--- src/rtl/pulse_scheduler.sv ---
// Shared active-low pulse timer: a round-robin arbiter picks one requester,
// latches its width, times the pulse on one counter and returns ack or abort.
module pulse_scheduler #(
   parameter int NUM_REQ          = 4,
   parameter int WEIGHT_BIT_WIDTH = 8,
   parameter int GAP_CYCLES       = 1
) (
   input  logic                                clk,
   input  logic                                rst_n,
   input  logic                                enable,
   input  logic [NUM_REQ-1:0]                  req,
   input  logic [NUM_REQ*WEIGHT_BIT_WIDTH-1:0] req_width,
   output logic [NUM_REQ-1:0]                  pulse_out_n,
   output logic [NUM_REQ-1:0]                  ack,
   output logic                                abort,
   output logic                                busy,
   output logic [$clog2(NUM_REQ)-1:0]          grant_id,
   output logic [WEIGHT_BIT_WIDTH-1:0]         timer_val
);

   localparam int IDW = $clog2(NUM_REQ);
   localparam int W   = WEIGHT_BIT_WIDTH;

   localparam logic [1:0] IDLE  = 2'd0;
   localparam logic [1:0] PULSE = 2'd1;
   localparam logic [1:0] GAP   = 2'd2;

   // The gap reuses the pulse counter, cleared on entry, so it ends on GAP_CYCLES-1.
   localparam logic [W-1:0]   GAP_LAST = W'(GAP_CYCLES - 1);
   localparam logic [IDW-1:0] LAST_ID  = IDW'(NUM_REQ - 1);

   logic [1:0]         state_reg, state_next;
   logic [IDW-1:0]     ptr_reg, ptr_next;
   logic [IDW-1:0]     grant_reg, grant_next;
   logic [W-1:0]       width_reg, width_next;
   logic [W-1:0]       timer_reg, timer_next;
   logic [NUM_REQ-1:0] pulse_n_reg, pulse_n_next;
   logic [NUM_REQ-1:0] ack_reg, ack_next;
   logic               abort_reg, abort_next;
   logic               busy_reg, busy_next;

   logic [W-1:0]       width_arr [NUM_REQ];
   logic [IDW-1:0]     winner;
   logic [IDW-1:0]     scan_idx;

   for (genvar gi = 0; gi < NUM_REQ; gi++) begin : g_width
      assign width_arr[gi] = req_width[gi*W +: W];
   end

   // Scan from the pointer downwards so the candidate closest to the pointer is assigned last.
   always_comb begin
      winner   = '0;
      scan_idx = '0;
      for (int i = NUM_REQ - 1; i >= 0; i--) begin
         scan_idx = IDW'((int'(ptr_reg) + i) % NUM_REQ);
         if (req[scan_idx]) begin
            winner = scan_idx;
         end
      end
   end

   always_comb begin
      state_next   = state_reg;
      ptr_next     = ptr_reg;
      grant_next   = grant_reg;
      width_next   = width_reg;
      timer_next   = timer_reg;
      pulse_n_next = '1;
      ack_next     = '0;
      abort_next   = 1'b0;

      case (state_reg)
         IDLE: begin
            if (enable && (|req)) begin
               grant_next = winner;
               width_next = width_arr[winner];
               ptr_next   = (winner == LAST_ID) ? '0 : winner + IDW'(1);
               if (width_arr[winner] == '0) begin
                  state_next       = GAP;
                  timer_next       = '0;
                  ack_next[winner] = 1'b1;
               end else begin
                  state_next           = PULSE;
                  timer_next           = W'(1);
                  pulse_n_next[winner] = 1'b0;
               end
            end
         end

         PULSE: begin
            // A dropped request takes priority over reaching the programmed width.
            if (!req[grant_reg]) begin
               state_next = GAP;
               timer_next = '0;
               abort_next = 1'b1;
            end else if (timer_reg == width_reg) begin
               state_next          = GAP;
               timer_next          = '0;
               ack_next[grant_reg] = 1'b1;
            end else begin
               timer_next              = timer_reg + W'(1);
               pulse_n_next[grant_reg] = 1'b0;
            end
         end

         GAP: begin
            if (timer_reg == GAP_LAST) begin
               state_next = IDLE;
               timer_next = '0;
            end else begin
               timer_next = timer_reg + W'(1);
            end
         end

         default: begin
            state_next = IDLE;
            timer_next = '0;
         end
      endcase

      busy_next = (state_next != IDLE);
   end

   always_ff @(posedge clk or negedge rst_n) begin
      if (!rst_n) begin
         state_reg   <= IDLE;
         ptr_reg     <= '0;
         grant_reg   <= '0;
         width_reg   <= '0;
         timer_reg   <= '0;
         pulse_n_reg <= '1;
         ack_reg     <= '0;
         abort_reg   <= 1'b0;
         busy_reg    <= 1'b0;
      end else begin
         state_reg   <= state_next;
         ptr_reg     <= ptr_next;
         grant_reg   <= grant_next;
         width_reg   <= width_next;
         timer_reg   <= timer_next;
         pulse_n_reg <= pulse_n_next;
         ack_reg     <= ack_next;
         abort_reg   <= abort_next;
         busy_reg    <= busy_next;
      end
   end

   assign pulse_out_n = pulse_n_reg;
   assign ack         = ack_reg;
   assign abort       = abort_reg;
   assign busy        = busy_reg;
   assign grant_id    = grant_reg;
   assign timer_val   = timer_reg;

endmodule

--- config.mk ---
export PLATFORM = sky130hd
export DESIGN_NAME = pulse_scheduler
export DESIGN_NICKNAME = d
export VERILOG_FILES = /design/src/rtl/pulse_scheduler.sv
export SDC_FILE = /design/constraint.sdc
export NUM_CORES = 1
export LEC_CHECK = 0
export CAP_MARGIN = 10
export CORE_UTILIZATION = 47
export DETAILED_ROUTE_END_ITERATION = 10
export PLACE_DENSITY_LB_ADDON = 0.1
export SYNTH_ARGS = -nofsm -noshare
export SYNTH_HDL_FRONTEND = slang
export SYNTH_SLANG_ARGS = --single-unit
--- constraint.sdc ---
create_clock -name clk -period 3 [get_ports clk]
set_clock_uncertainty 0.2 [all_clocks]
set_input_delay 0.6 -clock clk [delete_from_list [all_inputs] [get_ports clk]]
set_output_delay 0.6 -clock clk [all_outputs]
set_load 0.005 [all_outputs]
==> results of run 1 <==
-- cell families after synthesis --
group / count (synthesis) / synth area share (%)
flops: 32 / 40.4
xor+xnor: 14 / 6.14
simple gates: 87 / 23.8
mux: 1 / 1.13
compound gates: 51 / 19.5
fa+ha+maj: 6 / 3.76
buf+inv: 14 / 5.33
-- final timing paths --
path	cells past startpoint	start	endpoint	slack, ns
min	2	width_reg[7]$_DFFE_PN0P_	width_reg[7]$_DFFE_PN0P_	0.30
min reg2reg	2	width_reg[7]$_DFFE_PN0P_	width_reg[7]$_DFFE_PN0P_	0.30
max	9	req[3]	timer_val[0]$_DFFE_PN0P_	0.05
min in group asynchronous	2	rst_n	width_reg[2]$_DFFE_PN0P_	0.51
max in group asynchronous	2	rst_n	pulse_out_n[2]$_DFF_PN1_	1.77
max reg2reg	8	ptr_reg[1]$_DFFE_PN0P_	timer_val[0]$_DFFE_PN0P_	0.11
-- synth_stat cells, drive strengths merged (5+ instances only) --
library cell  number
nor2              16
inv                5
o22ai              6
nor3               5
nand2             28
ha                 6
xnor2              8
clkbuf             5
o21ai              8
nand4              5
a211oi            16
and3              18
o31ai              8
dfrtp             28
xor2               6
-- per-layer routing --
layer / GRT usage [%] / share of wire (%) / vias up
met2: 43.8 / 51 / 95
met1: 30.7 / 40 / 932
met5: 0 / 0 / -
met4: 13.8 / 3.2 / 0
li1: - / - / 948
met3: 4.22 / 5.9 / 14
-- final cells by class --
type / instances / area (µm²) / area share, %
Multi-Input combinational cell: 163 / 1330 / 41.1
Sequential cell: 32 / 806 / 24.9
Clock inverter: 1 / 30.0 / 0.929
Tap cell: 50 / 62.6 / 1.94
Inverter: 5 / 21.3 / 0.658
Timing Repair Buffer: 96 / 887 / 27.4
Clock buffer: 7 / 96.3 / 2.98
-- power by group through the flow --
stage	combinational, mW	clock, mW	sequential, mW
floorplan	0.708	0	0.684
global placement	1.13	0	0.702
detailed placement	1.15	0	0.708
CTS	1.40	0.448	0.703
global route	1.63	0.470	0.724
finish	1.50	0.446	0.706
-- timing repair --
| item | CTS | global route |
|---|---|---|
| pin swaps | 13 | 8 |
| cloned | 3 | 1 |
| endpoints found under the setup margin | 11 | 9 |
| buffers inserted | 6 | 1 |
| resized for setup | 31 | 8 |
-- worst max-delay path, delay by kind of cell --
family,cells,cell delay [ns]
AOI/OAI and AO/OA,4,0.76
buffers and inverters,2,0.43
and+or+nand+nor,3,1.12
==> results.md, run 1 <==
Placement:
- The count of input and output buffers is 58.
- After detailed placement, the design holds a cell count of ~330.
- At the placement stage, the worst setup path has a slack of -0.439 ns.
- The cell area after placement is ~2800 µm².
- The final weighted congestion of routability-driven global placement is about 0.81.
- Detailed placement ended at an HPWL of approximately 3.5 mm.

Clock tree:
- The number of buffers created by CTS is 5.
- The number of buffers added to fix hold violations after cts is 0.
- The clock tree synthesis step divided the H-tree into 2 levels.
- The clock reaches the later pin of the worst-skew pair after 0.29 ns.
- The clock net in this run drives a total of 32 sinks.
- TritonCTS built the clock tree.
- After clock tree synthesis, the clock-pin slew on the worst setup and hold paths is 0.07 ns.
- The cell sitting at the root of the clock tree is a clkbuf_8.
- The clock passes through at most 2 buffers.

Layout:
- Cells fill between 80% and 90% of the core in the end.
- The most common library cell in the layout ignoring fill and taps is clkdlybuf4s50_1.
- Fill cells in the final layout number approximately 250.
- The share of cells above drive strength 1 is about a third.
- The post-synthesis to final-layout area growth is 61.9%.
- Summing all non-filler instances in the final layout gives an area of 3230 µm².
- The repair_antennas step left the layout with diodes totalling 0.
- The library cells used most frequently in the layout, excluding fill and tap cells, are clkdlybuf4s50_1, buf_4, dfrtp_1, nand2_1, nor2_1.
- The non-filler instance count after layout is 354.
- The net count of the finished layout is approximately 350.

Synthesis:
- The largest total area in the synthesized netlist belongs to dfrtp_1.
- The post-synthesis net count is 250.
- The number of register bits inferred by synthesis is 32.
- A synthesized cell averages between 9 and 10 µm².
- The number of different library cells used by synthesis comes to 46.
- By area the synthesized netlist is led by dfrtp_1, and3_2, dfstp_2, nand2_1, a211oi_1.
- Of all flip-flops after synthesis, the portion carrying an async set or reset was between 90% and 100%.
- The sequential element share of the synthesized area is roughly two fifths.
- The Yosys step of the flow raised 0 warnings.
- Counting every instance in the synthesized netlist gives a little over 200.
- The commonest register cell after synthesis is dfrtp_1.
- Yosys mapped a number of flops with a built-in enable equal to 0.
- The fraction of synthesized cell area taken by the top area cell type is between 30% and 40%.
- The post-synthesis instance area is 2000 µm².

Setup path:
- Among all stages on the critical path, the largest delay is contributed by or4_4.
- The critical path in this run is classified as in2reg.
- The largest single stage delay on the critical path is 0.61 ns.
- The critical path goes through clkdlybuf4s15_1 > and3b_1 > o21ai_4 > buf_4 > and3_2 > a211oi_4 > o22ai_2 > or4_4 > a21bo_2.
- The kind of end point of the critical path is a register.
- The maximum fanout along the worst path is 7.
- The type of element launching the critical path is an input port.
- At the worst endpoint, the required time is approximately 3 ns.
- The data arrival time at the worst-slack endpoint is around 3 ns.

Floorplan:
- In this run the count of I/O pins placed on the die edge is 59.
- The starting utilization of the core area is 49.5%.
- The area of the die is between 4000 and 5000 µm².
- The number of rows in the core area is 23.
- The die boundary height is 67.2 µm.
- After floorplanning, the core was sized to cover between 4000 and 5000 µm².
- The width of the die is between 60 and 70 µm.

Timing:
- The worst slew slack as a fraction of its limit is about 67%.
- The slack of the critical path is around 0.055 ns.
- The count of endpoints failing setup in the final report is 0.
- The count of final hold-check violations came to 0.
- At the pin with the least slew margin, the transition time is 0.491 ns.
- The final critical path time including I/O delays and setup is approximately 3 ns.
- The final-layout setup total negative slack is 0 ns.
- The share of the clock period used by the worst path after layout is 98.2%.
- Final hold analysis gives a worst-case slack of around 0.3 ns.
- The peak clock frequency supported by timing is about 340 MHz.
- The final max-slew violation count is 0.

Flow run:
- Max-cap violations in this run came to 0.

Route:
- The routed via count divided by cell count is approximately 5.6.
- After detailed routing, the average wire length per cell comes to 15.9 µm.
- For this run, design rule violations remaining after detail routing come to 0.
- The via count of the routed design is 1989.
- The post-detailed-route count of antenna-violating nets is 0.
- The detailed router finished its first iteration with 125 violations.
- The pre-antenna-repair detailed-routing pass consisted of 4 iterations.
- For this block, the routed nets add up to 5.64 mm of wire.

Power and ir drop:
- The design draws about 2.7 mW.
- The cell leakage power is between 1 and 1.5 nW.
- In this run, the clock network consumes between 15 and 20% of the power.
- The sequential share of power is about a quarter.
- Internal power comes to 1.63 mW.
- Per report_power, the combinational group accounts for a little under three fifths of the total.
- In this run the power density over the cells is a little over 800 nW/µm².
- The worst-case vdd ir drop is between 300 and 400 µV.
- Of the total power, the share spent switching nets is around 39%.
- Summed over all nets, the switching power comes to ~1.0 mW.

GRT:
- The all-layer global routing usage is about 26%.
- The number of antenna violations at the first check in global routing is 0.
- The number of global-route vias before repair is around 1900.
- The total overflow left after global routing is 0.
- Entering global routing, the biggest net connects 33 pins.
- The first-pass GRT wire length is roughly 8.5 mm.

Hold path:
- The worst hold path belongs to the class reg2reg.

Run status:
- The run finished with clean final reports.
Note: power is estimated with default switching activity, not from simulation.
==> run 2, diff against run 1 <==
Settings changed: CAP_MARGIN 10 to 0.
==> run 2 against run 1 <==
First-iteration DRC count fell by 1.6%. Global-route usage unchanged. Wire length fell by 0.73%. Sequential power about the same. Utilization down 0.12 points. Combinational power about the same. Non-clock buffer count is 1 lower. Cell count down 0.28%. Critical endpoint unchanged.
==> results.md, run 2 (same netlist as run 1, synthesis figures left out) <==
Route:
- The total wirelength of the detailed-routed design is roughly 5.6 mm.
- The first TritonRoute pass finished after 4 iterations.
- The number of DRC markers after the initial detailed-route iteration is roughly 120.
- The routed via count divided by cell count is 5.64.
- The number of remaining DRC errors is 0.
- The routed length per placed instance is about 16 µm.
- The routed layout has 1992 vias.
- The count of nets left with antenna violations once routing finished came out at 0.

Layout:
- The cell area after layout is 3230 µm².
- The post-synthesis to final-layout area growth is 61.7%.
- The number of antenna diodes in the final layout is 0.
- The library cell used most frequently in the layout, excluding fill and tap cells, is clkdlybuf4s50_1.
- The share of cells above drive strength 1 is 32.3%.
- In the final layout, flip-flops and latches occupy 806 µm².
- The number of nets in the final layout is between 300 and 400.
- Counting the fill cells in the layout gives approximately 250.
- Leaving out fill and tap cells, the most frequent cells in the layout are clkdlybuf4s50_1, buf_4, dfrtp_1, nand2_1, nor2_1.
- The area of the multi-input gates is around 1300 µm².

Timing:
- For this run, the top clock speed supported by timing is around 340 MHz.
- The slack of the critical path is between 0.05 and 0.06 ns.
- Dividing the final minimum period by the clock period gives a little over nine tenths.
- The smallest clock period supported by the final layout is computed as 2.95 ns.
- Setup total negative slack on the finished layout was measured at 0 ns.
- The final max-slew violation count is 0.
- The count of final hold-check violations is 0.
- The count of endpoints failing setup in the final report is 0.
- In this run the tightest slew margin relative to its limit is about 15%.
- At the pin with the least slew margin, the transition time is 1.26 ns.
- On the final layout, the worst hold slack is about 0.3 ns.

Placement:
- Prior to clock tree synthesis, the placed netlist has a worst setup slack of -0.439 ns.
- The half-perimeter wire length after detailed placement is 3.47 mm.
- The final weighted congestion of routability-driven global placement is 0.814.
- The placed instances occupy a cell area of ~2800 µm².
- The count of input and output buffers is a little under 60.

Setup path:
- STA puts the critical path data arrival time at between 2 and 3 ns.
- The signal on the critical path passes through clkdlybuf4s15_1 > and3b_1 > o21ai_4 > nand2_8 > a211oi_4 > o22ai_2 > or4_4 > a21bo_2.
- In this run the worst path has a maximum fanout of 8.
- The required time at the endpoint of the critical path is approximately 3 ns.
- Counting both buffers and inverters, the worst setup path holds a total of 1.
- The cell family with the largest share of critical-path delay is compound AO/OA/AOI/OAI gates.
- The kind of end point of the critical path is a register.
- The type of element launching the critical path is an input port.
- The cell with the largest stage delay on the worst path is or4_4.
- The worst setup path is of the in2reg kind.
- For this run, the slowest stage of the critical path takes around 0.59 ns.

Power and ir drop:
- The cell leakage power is ~1.4 nW.
- Dividing total power by cell area gives a power density of just over 800 nW/µm².
- Summed over all nets, the switching power comes to ~1.0 mW.
- The switching part of the total power is approximately 39%.
- The clock network is responsible for approximately 17% of the overall power.
- The worst-case vdd ir drop is between 300 and 400 µV.
- The internal power of the cells totals ~1.6 mW.
- The sequential share of power is between 20% and 30%.
- The post-route total power is about 2.7 mW.
- The share of power burned in combinational logic is 56.6%.

Clock tree:
- The number of buffers created by CTS is 5.
- The root cell of the clock tree is clkbuf_8.
- The clock passes through at most 2 buffers.
- The clock tree synthesis step divided the H-tree into 2 levels.
- The insertion delay of the later-clocked pin in the worst-skew pair is around 0.29 ns.
- The clock tree from TritonCTS is yes.
- After clock tree synthesis, the clock-pin slew on the worst setup and hold paths is about 0.070 ns.
- CTS saw 32 sinks.

Hold path:
- The worst hold path belongs to the class reg2reg.

Run status:
- The flow ran to the end, and the final reports show no timing, DRC or antenna violations.

Floorplan:
- The floorplan step set the die height to 67.2 µm.
- The number of rows in the core area is 23.
- The starting utilization of the core area is roughly 50%.
- The die is around 67 µm wide.
- 59 I/O pins were placed.
- The die covers approximately 4500 µm².
- The core outline area is between 4000 and 5000 µm².

GRT:
- The total global routing overflow is 0.
- The number of global-route vias before repair is roughly 1900.
- The first-pass GRT wire length is 8.53 mm.
- Entering global routing, the biggest net connects 33 pins.
- The number of antenna violations at the first check in global routing came to 0.
- For this run, the total global-route usage over all layers was measured as 25.6%.

Flow run:
- The total of max-cap violations is 0.
==> run 2: per-stage QoR <==
| stage | utilization, % | cells |
|---|---|---|
| 5_1_grt | 80.1 | 353 |
| 3_5_place_dp | 69.2 | 334 |
| 6_report | 80.1 | 353 |
| 2_1_floorplan | - | 205 |
| 4_1_cts | 78.6 | 351 |
| 3_3_place_gp | 69.2 | 334 |
==> run 2: area by class of cell <==
cell class	instances	area share, %
sequential	32	25.0
tap	50	1.94
clock inverter	1	0.931
timing repair buffer	95	27.3
clock buffer	7	2.99
multi-input combinational	163	41.2
inverter	5	0.659
==> run 2: tightest hold or removal path, delay by kind of cell (launching register included) <==
kind | cells | cell delay, ns
DFF | 1 | 0.35
and+or+nand+nor | 1 | 0.06
AOI/OAI and AO/OA | 1 | 0.05
==> run 2: power groups by stage <==
stage,sequential (mW),clock [mW],combinational (mW)
final,0.706,0.446,1.50
after global routing,0.724,0.470,1.62
after CTS,0.703,0.448,1.40
after detailed placement,0.708,0,1.15
after global placement,0.702,0,1.13
after floorplan,0.684,0,0.708
==> run 2: path summary, 6_finish.rpt <==
path                                           from                        to  slack (ns)  cells past startpoint
setup / recovery                             req[3]  timer_val[0]$_DFFE_PN0P_        0.05                      8
max in group asynchronous                     rst_n  pulse_out_n[2]$_DFF_PN1_        1.77                      2
min in group asynchronous                     rst_n  timer_val[7]$_DFFE_PN0P_        0.51                      2
hold reg to reg            width_reg[7]$_DFFE_PN0P_  width_reg[7]$_DFFE_PN0P_        0.30                      2
setup reg to reg             ptr_reg[1]$_DFFE_PN0P_  timer_val[0]$_DFFE_PN0P_        0.12                      8
hold / removal             width_reg[7]$_DFFE_PN0P_  width_reg[7]$_DFFE_PN0P_        0.30                      2
==> run 2: metal layers <==
layer	vias to the layer above	share of wire, %	track usage, %
met2	102	51	43.8
met4	0	3.1	13.8
li1	945	-	-
met1	931	40	30.7
met3	14	6.1	4.22
met5	-	0	0
==> run 2: what timing repair did <==
item                                    in CTS  in global routing
endpoints found under the setup margin      11                  9
buffers inserted                             6                  1
pin swaps                                   13                  8
gates resized for setup                     31                  8
gates cloned                                 3                  1
hold buffers                                 0                  0
